File: config.mk
export PLATFORM = sky130hd
export DESIGN_NAME = ifu_prefetch
export DESIGN_NICKNAME = d
export VERILOG_FILES = /design/src/rtl/ifu_prefetch.sv
export SDC_FILE = /design/constraint.sdc
export NUM_CORES = 1
export LEC_CHECK = 0
export BUFFER_PORTS_ARGS = -buffer_cell sky130_fd_sc_hd__clkbuf_2
export CORE_ASPECT_RATIO = 0.7
export CORE_MARGIN = 1.5
export CORE_UTILIZATION = 37
export DETAILED_ROUTE_END_ITERATION = 8
export PLACE_DENSITY = 0.54
export RECOVER_POWER = 50
export SETUP_SLACK_MARGIN = 0.5
export SLEW_MARGIN = 15
export SYNTH_ARGS = -nofsm -noshare
export SYNTH_HDL_FRONTEND = slang
export SYNTH_SLANG_ARGS = --single-unit
File: constraint.sdc
create_clock -name clk -period 6.3 [get_ports clk]
set_clock_uncertainty 0.2 [all_clocks]
set_input_delay 0.63 -clock clk [delete_from_list [all_inputs] [get_ports clk]]
set_output_delay 0.63 -clock clk [all_outputs]
set_load 0.02 [all_outputs]
File: src/rtl/ifu_prefetch.sv
// ifu_prefetch: instruction fetch unit prefetcher.
// Fetches one instruction at a time from memory into a small FIFO.
// The decode stage drains that FIFO. A redirect flushes the FIFO and restarts fetching.
// Optional feature: define IFU_PREFETCH_PERF_EN to add the fetch_cnt/stall_cnt counters.
//
// Handshakes: a transfer happens on any rising clk edge where valid and ready are both 1.
// A valid, once raised, keeps its payload stable until that transfer, unless a redirect
// withdraws it. resp_valid has no ready: the unit accepts every response.
module ifu_prefetch #(
   parameter int              AW       = 32,
   parameter int              IW       = 32,
   parameter int              DEPTH    = 4,
   parameter logic [AW-1:0]   RESET_PC = 32'h8000_0000
) (
   input  logic          clk,
   input  logic          rst,
   output logic          req_valid,
   input  logic          req_ready,
   output logic [AW-1:0] req_addr,
   input  logic          resp_valid,
   input  logic [IW-1:0] resp_data,
   input  logic          resp_err,
   input  logic          redirect_valid,
   input  logic [AW-1:0] redirect_pc,
   output logic          inst_valid,
   input  logic          inst_ready,
   output logic [IW-1:0] inst,
   output logic [AW-1:0] inst_pc,
   output logic          inst_err,
`ifdef IFU_PREFETCH_PERF_EN
   output logic [31:0]   fetch_cnt,
   output logic [31:0]   stall_cnt,
`endif
   output logic [1:0]    dbg_state
);

   localparam int PW = $clog2(DEPTH);
   localparam int CW = PW + 1;

   typedef enum logic [1:0] {
      IDLE = 2'd0,
      REQ  = 2'd1,
      WAIT = 2'd2,
      DROP = 2'd3
   } state_t;

   state_t        state;
   logic [AW-1:0] pc;
   // A response is still in flight from before a reset. Drop it before issuing new requests.
   logic          drop_pend;

   logic [IW-1:0] buf_data [DEPTH];
   logic [AW-1:0] buf_pc   [DEPTH];
   logic          buf_err  [DEPTH];
   logic [PW-1:0] head;
   logic [PW-1:0] tail;
   logic [CW-1:0] count;
   logic          empty;
   logic          push;
   logic          pop;

   assign empty      = (count == '0);
   assign inst_valid = !empty;
   assign pop        = inst_valid && inst_ready;
   // Redirect takes priority over enqueue. A response that coincides with a redirect is discarded.
   assign push       = !rst && (state == WAIT) && resp_valid && !redirect_valid;

   assign req_addr   = pc;
   assign inst       = empty ? '0 : buf_data[head];
   assign inst_pc    = empty ? '0 : buf_pc[head];
   assign inst_err   = empty ? 1'b0 : buf_err[head];
   assign dbg_state  = state;

   // Fetch FSM: holds the fetch pc, issues requests, and tracks the single outstanding response.
   always_ff @(posedge clk) begin
      if (rst) begin
         state     <= IDLE;
         req_valid <= 1'b0;
         pc        <= RESET_PC;
         drop_pend <= ((state == WAIT) || (state == DROP) || drop_pend) && !resp_valid;
      end else begin
         case (state)
            IDLE: begin
               if (redirect_valid) pc <= redirect_pc;
               if (drop_pend) begin
                  if (resp_valid) drop_pend <= 1'b0;
               end else if (!redirect_valid && (count < CW'(DEPTH))) begin
                  state     <= REQ;
                  req_valid <= 1'b1;
               end
            end
            REQ: begin
               if (req_ready) begin
                  // The accepted request must still be answered. Under a redirect, drop its answer.
                  state     <= redirect_valid ? DROP : WAIT;
                  req_valid <= 1'b0;
                  if (redirect_valid) pc <= redirect_pc;
               end else if (redirect_valid) begin
                  state     <= IDLE;
                  req_valid <= 1'b0;
                  pc        <= redirect_pc;
               end
            end
            WAIT: begin
               if (redirect_valid) begin
                  pc    <= redirect_pc;
                  state <= resp_valid ? IDLE : DROP;
               end else if (resp_valid) begin
                  pc    <= pc + AW'(4);
                  state <= IDLE;
               end
            end
            DROP: begin
               if (redirect_valid) pc <= redirect_pc;
               if (resp_valid) state <= IDLE;
            end
            default: begin
               state     <= IDLE;
               req_valid <= 1'b0;
            end
         endcase
      end
   end

   // Buffer pointers and occupancy. A redirect flushes the buffer, even when a pop happens in the same cycle.
   always_ff @(posedge clk) begin
      if (rst || redirect_valid) begin
         head  <= '0;
         tail  <= '0;
         count <= '0;
      end else begin
         if (push) tail <= tail + PW'(1);
         if (pop)  head <= head + PW'(1);
         count <= count + CW'(push) - CW'(pop);
      end
   end

   // Buffer storage. Entries are only read while counted as occupied.
   always_ff @(posedge clk) begin
      if (push) begin
         buf_data[tail] <= resp_data;
         buf_pc[tail]   <= pc;
         buf_err[tail]  <= resp_err;
      end
   end

`ifdef IFU_PREFETCH_PERF_EN
   // Performance counters: count enqueued instructions, and cycles where decode starved.
   always_ff @(posedge clk) begin
      if (rst) begin
         fetch_cnt <= '0;
         stall_cnt <= '0;
      end else begin
         if (push) fetch_cnt <= fetch_cnt + 32'd1;
         if (inst_ready && !inst_valid) stall_cnt <= stall_cnt + 32'd1;
      end
   end
`endif

endmodule

* Word level (Yosys, flattened, before mapping)
Memory sizes are Yosys's and may differ from the RTL's. A register that Yosys moved wholly into a read port is not among the register bits.
Index checks and enable logic that the tools add are counted.
** Operators by class
- Add/subtract/negate cells :: 5
- $lt $le $gt $ge :: 1
- Eq/ne operators :: 8
- Multiplexer cells :: 33
- Reduce and logical (&&, ||, !) cells :: 21
** Operator list (number)
- $mux W32 :: 5
- $pmux W32 S2 :: 1
- $add A32 B3 Y32 const B :: 1
- $mux W2 :: 13
- $mux W1 :: 12
- $pmux W2 S4 :: 1
- $logic_and A1 B1 Y1 :: 6
- $ne A3 B3 Y1 const B :: 2
- $add A2 B1 Y2 const B :: 2
- $eq A2 B2 Y1 const B :: 2
- $logic_not A1 Y1 :: 4
- $ne A2 B2 Y1 const B :: 2
- $reduce_and A4 Y1 :: 1
- $reduce_bool A2 Y1 :: 2
- $add A3 B1 Y3 :: 1
- $logic_not A3 Y1 :: 1
- $logic_or A1 B1 Y1 :: 3
- $lt A3 B3 Y1 const B :: 1
- $reduce_and A3 Y1 :: 1
- $reduce_or A3 Y1 :: 1
- $sub A3 B1 Y3 :: 1
- $eq A2 B1 Y1 const B :: 1
- $logic_not A2 Y1 :: 1
- $ne A2 B1 Y1 const B :: 1
- other kinds (2) :: 2
** Storage, ports and cells
- Register bits :: 43
- RAM bits :: 260
- Input port bits :: 71
- Output and inout bits :: 101
- Logic and storage cells :: 78
- Memories kept :: 3
** Memories
- buf_data :: words 4, bits a word 32, read ports 1, clocked after memory_dff 1, wr ports 1, line 52 : logic [IW-1:0] buf_data [DEPTH];
- buf_pc :: words 4, bits a word 32, read ports 1, clocked after memory_dff 1, wr ports 1, line 53 : logic [AW-1:0] buf_pc [DEPTH];
- buf_err :: words 4, bits a word 1, read ports 1, clocked after memory_dff 1, wr ports 1, line 54 : logic buf_err [DEPTH];

* Logic depth before layout (Yosys ltp)
Gate-level depths: netlist of run 1.
- Depth after elaboration :: 6
- Depth in mapped cells :: 11
- Gate-level depth less buffers :: 10

* Least setup slack after synthesis of run 1
OpenSTA, ideal clock, no wires.
- Path type :: register -> register
- Start :: register state[1], in the netlist dbg_state[1]
- End :: memory buf_data[0][0] (enable)
- Setup time :: 0.430 ns
- Data arrival time :: 2.895 ns
- Data required time :: 5.670 ns
- Setup slack :: 2.775 ns
- Cell stages (with the launch flop) :: 6
- Path buffers :: 1
- Period minus slack after synthesis :: 3.525 ns
- Cells stage by stage :: dfxtp_1 > buf_2 > nor3b_1 > nand2_1 > nor2_1 > and2_1
** On the way
- Cells in the longest elaborated chain, start to end :: 6
** RTL lines
- from (decl) :: line 47 : state_t state;
- from (signal assigned) :: line 95 : state <= redirect_valid ? DROP : WAIT;
- from (signal assigned) :: line 107 : state <= resp_valid ? IDLE : DROP;
- $eq A2 B2 Y1 :: line 66 : assign push = !rst && (state == WAIT) && resp_valid && !redirect_valid;
- $logic_and A1 B1 Y1 (3 in a row) :: line 66
- $mux W1 :: line 140 : if (push) begin
- $mux W1 (not written as such) :: line 141 : buf_data[tail] <= resp_data;
- to (decl) :: line 52
Every way passes these cells.

==> results of run 1 <==
==> where the power goes <==
group          internal (mW)  switching [mW]  total (mW)
combinational         0.0508          0.0873       0.138
sequential              2.21          0.0508        2.26
clock                   1.06           0.739        1.80
==> cell families after synthesis <==
family	count (synthesis)
XOR/XNOR	22
multiplexers	69
AO/OA/AOI/OAI	60
buffers and inverters	55
adder cells (fa/ha/maj)	8
AND/OR/NAND/NOR	197
flip-flops	305
==> metal layers <==
layer	global-route usage	vias up	wire, um
met5	0	-	0
met2	0.250	174	12700
li1	-	3137	-
met1	0.245	3537	13100
met3	0.0348	37	1600
met4	0.0367	0	465
==> final cells by class <==
cell class                 instances  area, um2
clock inverter                    12        145
timing repair buffer             176        803
fill                            2920      18000
inverter                          15       56.3
sequential                       305       8730
multi-input combinational        356       3340
clock buffer                      40        850
tap                              427        534
==> synthesized netlist by cell type (5+ instances only) <==
cell / n / area [um2]
clkbuf_1: 23 / 86.3
nand3_1: 9 / 45.0
inv_1: 15 / 56.3
mux4_2: 65 / 1460
o21bai_1: 5 / 37.5
edfxtp_1: 261 / 7840
o21ai_0: 7 / 35.0
xnor2_1: 18 / 158
buf_2: 12 / 60.1
a211oi_1: 14 / 105
a21oi_1: 11 / 55.1
nor2_1: 39 / 146
and2_1: 74 / 463
nand2_1: 21 / 78.8
dfxtp_1: 44 / 881
nor4_1: 10 / 62.6
nand4_1: 10 / 62.6
nor3_1: 11 / 55.1
ha_1: 7 / 87.6
==> sequential cells by signal, indices dropped and copies added, names as in the netlist, named ones only <==
| name | count |
|---|---|
| req_addr | 32 |
| buf_pc | 128 |
| dbg_state | 2 |
| req_valid | 1 |
| count | 3 |
| buf_data | 128 |
| buf_err | 4 |
| drop_pend | 1 |
| head | 2 |
| tail | 2 |
==> worst max path at each step <==
stage	slack, ns	start	end	cells after the start
final	2.47	register	inst_pc[7]	4
after global routing	2.16	register	inst_pc[7]	4
after CTS	2.29	register	inst_pc[7]	4
after detailed placement	2.47	redirect_valid	buf_data[2][15]	6
after global placement	2.57	redirect_valid	buf_data[2][15]	6
after floorplan	2.77	dbg_state[1]	buf_data[0][0]	5
==> per-stage QoR <==
step	hold WS, ns	total power, mW	area (um2)	setup slack (ns)
floorplan	0.269	2.37	12300	2.77
global placement	0.288	2.45	13500	2.57
detailed placement	0.287	2.45	13500	2.47
CTS	0.0568	4.25	14500	2.29
global route	0.0844	4.34	14500	2.16
finish	0.0767	4.20	14500	2.47
==> worst max-delay path: cells and delay by family (launching register included) <==
kind	cells	cell delay [ns]
DFF	1	0.92
buffers and inverters	2	0.72
muxes	1	0.59
and+or+nand+nor	1	0.18
==> flow_metrics.tcl, run 1 <==
set metrics [dict create \
    r2r_start "dbg_state[1]" \
    diodes 0 \
    whs_path_depth 3 \
    cpMaxStageDelayCell "dfxtp_4" \
    worstHoldStart "redirect_pc[31]" \
    synth_top_family_by_area "multiplexers" \
    synth-xor-area-share 0.0157 \
    syn_area_mm2 0.0123 \
    final_util 0.445 \
    critPathLaunchType "register" \
    row_count 55 \
    via_per_inst 5.17 \
    synth-async-reset-ratio 0 \
    layout.cells.most_common "edfxtp_1" \
    fin_nets 963 \
    dieArea_mm2 0.0343 \
    final-hold-violation-count 0 \
    synthCells 716 \
    violations "DRC, capacitance limit, slew limit" \
    regToRegEndpoint "buf_pc[2][8]" \
    post-route-drc-count 18 \
    drt_iter0_markers 537 \
    reg2regPathDepth 5 \
    cts_root_buffer "clkbuf_16" \
    clk_pin_slew_ns 0.07 \
    synth_cell_type_count 52 \
    hold_class "primary input to register" \
    p_per_area_mw_per_mm2 291 \
    cts_resized 0 \
    area_delta_synth_final_pct 17.8 \
    stdcell_count 1331 \
    antenna_found_initial 0 \
    fin_crit_sh 0.609 \
    worstHoldEndpoint "req_addr[31]" \
    finalSetupViolCount 0 \
    gp_congestion 0.808 \
    synthAdderAreaFrac 0.00877 \
    yosys-mux-area-fraction 0.123 \
    via_count 6885 \
    final_cell_mix "edfxtp_1, clkbuf_2, clkbuf_1" \
    drt_first_pass_iters 7 \
    start_util 0.378 \
    gr-total-overflow 0 \
    critical_path.max_stage_delay_ns 0.92 \
    layout-drive-gt1-share 0.252 \
    grt_pass1_vias 6951 \
    ir_drop_mv 0.190 \
    maxSlewHeadroom -0.0461 \
    synth-simple-area-share 0.0894 \
    clock-sinks 305 \
    status "complete, but fails checks" \
    io_buffer_count 171 \
    wl_per_cell_um 21.0 \
    slew_viol_final 35 \
    synthFlopType "edfxtp_1" \
    dp.cells 1279 \
    cts_setup_buffers 0 \
    die_w_um 221 \
    period_needed_ns 3.83 \
    ys_seq_elements 305 \
    cp-end-kind "output pin" \
    tightest_slew_ns 1.57 \
    grt_pass1_wl_mm 42.3 \
    cts_buffer_depth 3 \
    synth_seq_area_share 0.710 \
    routed_wl_mm 27.9 \
    clock_latency_ns 0.56 \
    rsz0062_at_grt "false" \
    max_freq_ghz 0.261 \
    yosysWarnings 0 \
    ant_nets 0 \
    r2r_setup_slack_ns 3.00 \
    synth_compound_area_frac 0.0345 \
    arrival_ns 3.00 \
    hold_buffers 0 \
    postSynthAreaPerCell_um2 17.1 \
    die_h_um 155 \
    crit_chain "buf_4 > mux4_2 > and2_1 > clkbuf_2" \
    dpl.hpwl_mm 17.2 \
    worstPathRequired_ns 5.47 \
    synth_edf_count 261 \
    maxCapViolCount 1 \
    pin_count 172 \
    design.core.area_mm2 0.0325 \
    crit_fanout 43 \
    cts_tree "built" \
    grt_max_degree 68 \
    h-tree-depth 1 \
    syn-num-nets 795 \
    cts-buffers-inserted 30 \
    timing.setup.tns_ns 0 \
    p_leak_nw 4.78 \
    worstSetupPathType "register to output pin" \
    grt.total_usage 0.165 \
]
Note: power is estimated with default switching activity, not from simulation.
==> inputs of run 2 (changes only) <==
- PLACE_DENSITY: 0.54 -> 0.56
- clock period: 6.3 -> 3.15 ns (I/O delays scaled with it)
==> run 2 against run 1 <==
Effect of this change:
- count of clock-buffer cells in the layout up 3
- combinational power rose to 2.8 times the previous value
- via count up 6.5%
- global-route usage up 0.59 points
- non-clock buffer count up 112
- sequential power up 99%
- cell area up 12%
- power up 100%
- critical path depth up 2
- wire length up 8.3%
- the run ends with DRC left
- critical path type is now register to register
- register-to-register slack worse by 2.6 ns
==> flow_metrics.tcl, run 2 (synthesized netlist as in run 1, its figures left out) <==
set metrics [dict create \
    status "complete, but fails checks" \
    violations "DRC" \
    tightest_slew_ns 0.733 \
    multi_input_area_mm2 0.00348 \
    seq_area_mm2 0.00873 \
    design.core.area_mm2 0.0325 \
    worstSetupPathType "register to register" \
    dpl.hpwl_mm 18.3 \
    antenna_found_initial 0 \
    wl_per_cell_um 20.9 \
    reg2regPathDepth 6 \
    drt_iter0_markers 512 \
    arrival_ns 3.08 \
    slew_viol_final 0 \
    finalSetupViolCount 0 \
    cts-buffers-inserted 29 \
    fin_crit_sh 0.889 \
    drt_first_pass_iters 7 \
    grt_pass1_wl_mm 44.3 \
    postLayoutCellArea_mm2 0.0162 \
    period_needed_ns 2.80 \
    ir_drop_mv 0.396 \
    p_leak_nw 5.46 \
    h-tree-depth 1 \
    io_buffer_count 171 \
    post-route-drc-count 8 \
    cts_tree "built" \
    max_freq_ghz 0.357 \
    maxSlewHeadroom 0.511 \
    pin_count 172 \
    start_util 0.378 \
    die_w_um 221 \
    maxCapViolCount 0 \
    grt_max_degree 67 \
    r2r_setup_slack_ns 0.35 \
    gr-total-overflow 0 \
    r2r_start "req_addr[10]" \
    crit_fanout 11 \
    grt_pass1_vias 7382 \
    clock_latency_ns 0.56 \
    die_h_um 155 \
    crit_start "req_addr[10]" \
    via_count 7335 \
    wl_met2_mm 14.0 \
    clock-sinks 305 \
    dieArea_mm2 0.0343 \
    wl_met1_mm 13.9 \
    cts_root_buffer "clkbuf_16" \
    routed_wl_mm 30.2 \
    layout-drive-gt1-share 0.312 \
    dr_wl_met3_mm 1.83 \
    grt.total_usage 0.171 \
    rsz0062_at_grt "true" \
    p_per_area_mw_per_mm2 519 \
    gp_congestion 0.795 \
    via_per_inst 5.08 \
    maxUsedRoutingLayer "met4" \
    layout.cells.most_common "edfxtp_1" \
    cp-end-kind "register" \
    regToRegEndpoint "req_addr[16]" \
    worstPathRequired_ns 3.43 \
    area_delta_synth_final_pct 31.8 \
    hold_class "primary input to register" \
    timing.setup.tns_ns 0 \
    fin_nets 1074 \
    row_count 55 \
    cts_buffer_depth 3 \
    final_cell_mix "edfxtp_1, clkbuf_1, dlygate4sd3_1" \
    critPathCapture "req_addr[16]" \
    critPathLaunchType "register" \
    ant_nets 0 \
    final-hold-violation-count 0 \
    place_area_mm2 0.0139 \
    clk_pin_slew_ns 0.07 \
    n_fill_cell 2740 \
    diodes 0 \
]
[run 2: cell types whose count changed in the layout (fill, tap and decap cells not counted), moves of 4 or more]
| cell | previous run | this run |
|---|---|---|
| dlygate4sd3_1 | 0 | 68 |
| and2_1 | 70 | 12 |
| clkbuf_2 | 102 | 44 |
| and2_4 | 4 | 61 |
| buf_6 | 0 | 52 |
| buf_4 | 4 | 22 |
| clkbuf_1 | 75 | 91 |
| buf_12 | 0 | 11 |
| buf_16 | 0 | 4 |
[run 2: stage by stage]
step           power [mW]  instances  utilization  setup slack (ns)  hold slack [ns]
3_5_place_dp         4.91       1307        0.427             0.492            0.290
6_report             8.39       1444        0.498             0.351           0.0608
3_3_place_gp         4.90       1307        0.427             0.583            0.295
5_1_grt              8.69       1444        0.498             0.227           0.0828
2_1_floorplan        4.73        716            -             0.438            0.214
4_1_cts              8.49       1432        0.479             0.476           0.0359
[run 2: per-layer routing]
metal / up-vias / track usage
met5: - / 0
met4: 0 / 0.0286
met3: 34 / 0.0397
met2: 220 / 0.263
met1: 3716 / 0.252
li1: 3365 / -
[run 2: what timing repair did]
item	4_1_cts	5_1_grt
hold endpoints to repair	167	0
gates cloned	0	4
hold buffers	68	0
gates resized for setup	4	245
setup buffers	4	8
pin swaps	0	2
endpoints found under the setup margin	66	67
[run 2: layout make-up]
type	instances	area share
timing repair buffer	288	0.150
inverter	15	0.00348
clock inverter	10	0.00929
sequential	305	0.540
multi-input combinational	356	0.215
clock buffer	43	0.0487
tap	427	0.0330
[run 2: how the worst min path moves through the flow]
stage	cells past startpoint	slack, ns	end	start
2_1_floorplan	0	0.21	buf_data[0][0]	resp_data[0]
3_5_place_dp	2	0.29	req_valid	req_valid
6_report	4	0.06	req_addr[22]	redirect_pc[22]
5_1_grt	4	0.08	req_addr[22]	redirect_pc[22]
3_3_place_gp	2	0.29	tail[1]	tail[1]
4_1_cts	4	0.04	req_addr[22]	redirect_pc[22]
[run 2: critical path, cell delays in order (launching register included)]
cell and delay [ns]:
dfxtp_1 0.31, clkbuf_1 0.37, and4_4 0.33, nand4_1 0.49
or3_1 0.55, or3_1 0.31, a31oi_1 0.15
[run 2: power breakdown]
group | switching [mW] | internal [mW] | total (mW)
Clock | 1.46 | 2.05 | 3.51
Sequential | 0.0798 | 4.42 | 4.50
Combinational | 0.212 | 0.170 | 0.383
Total | 1.75 | 6.64 | 8.39
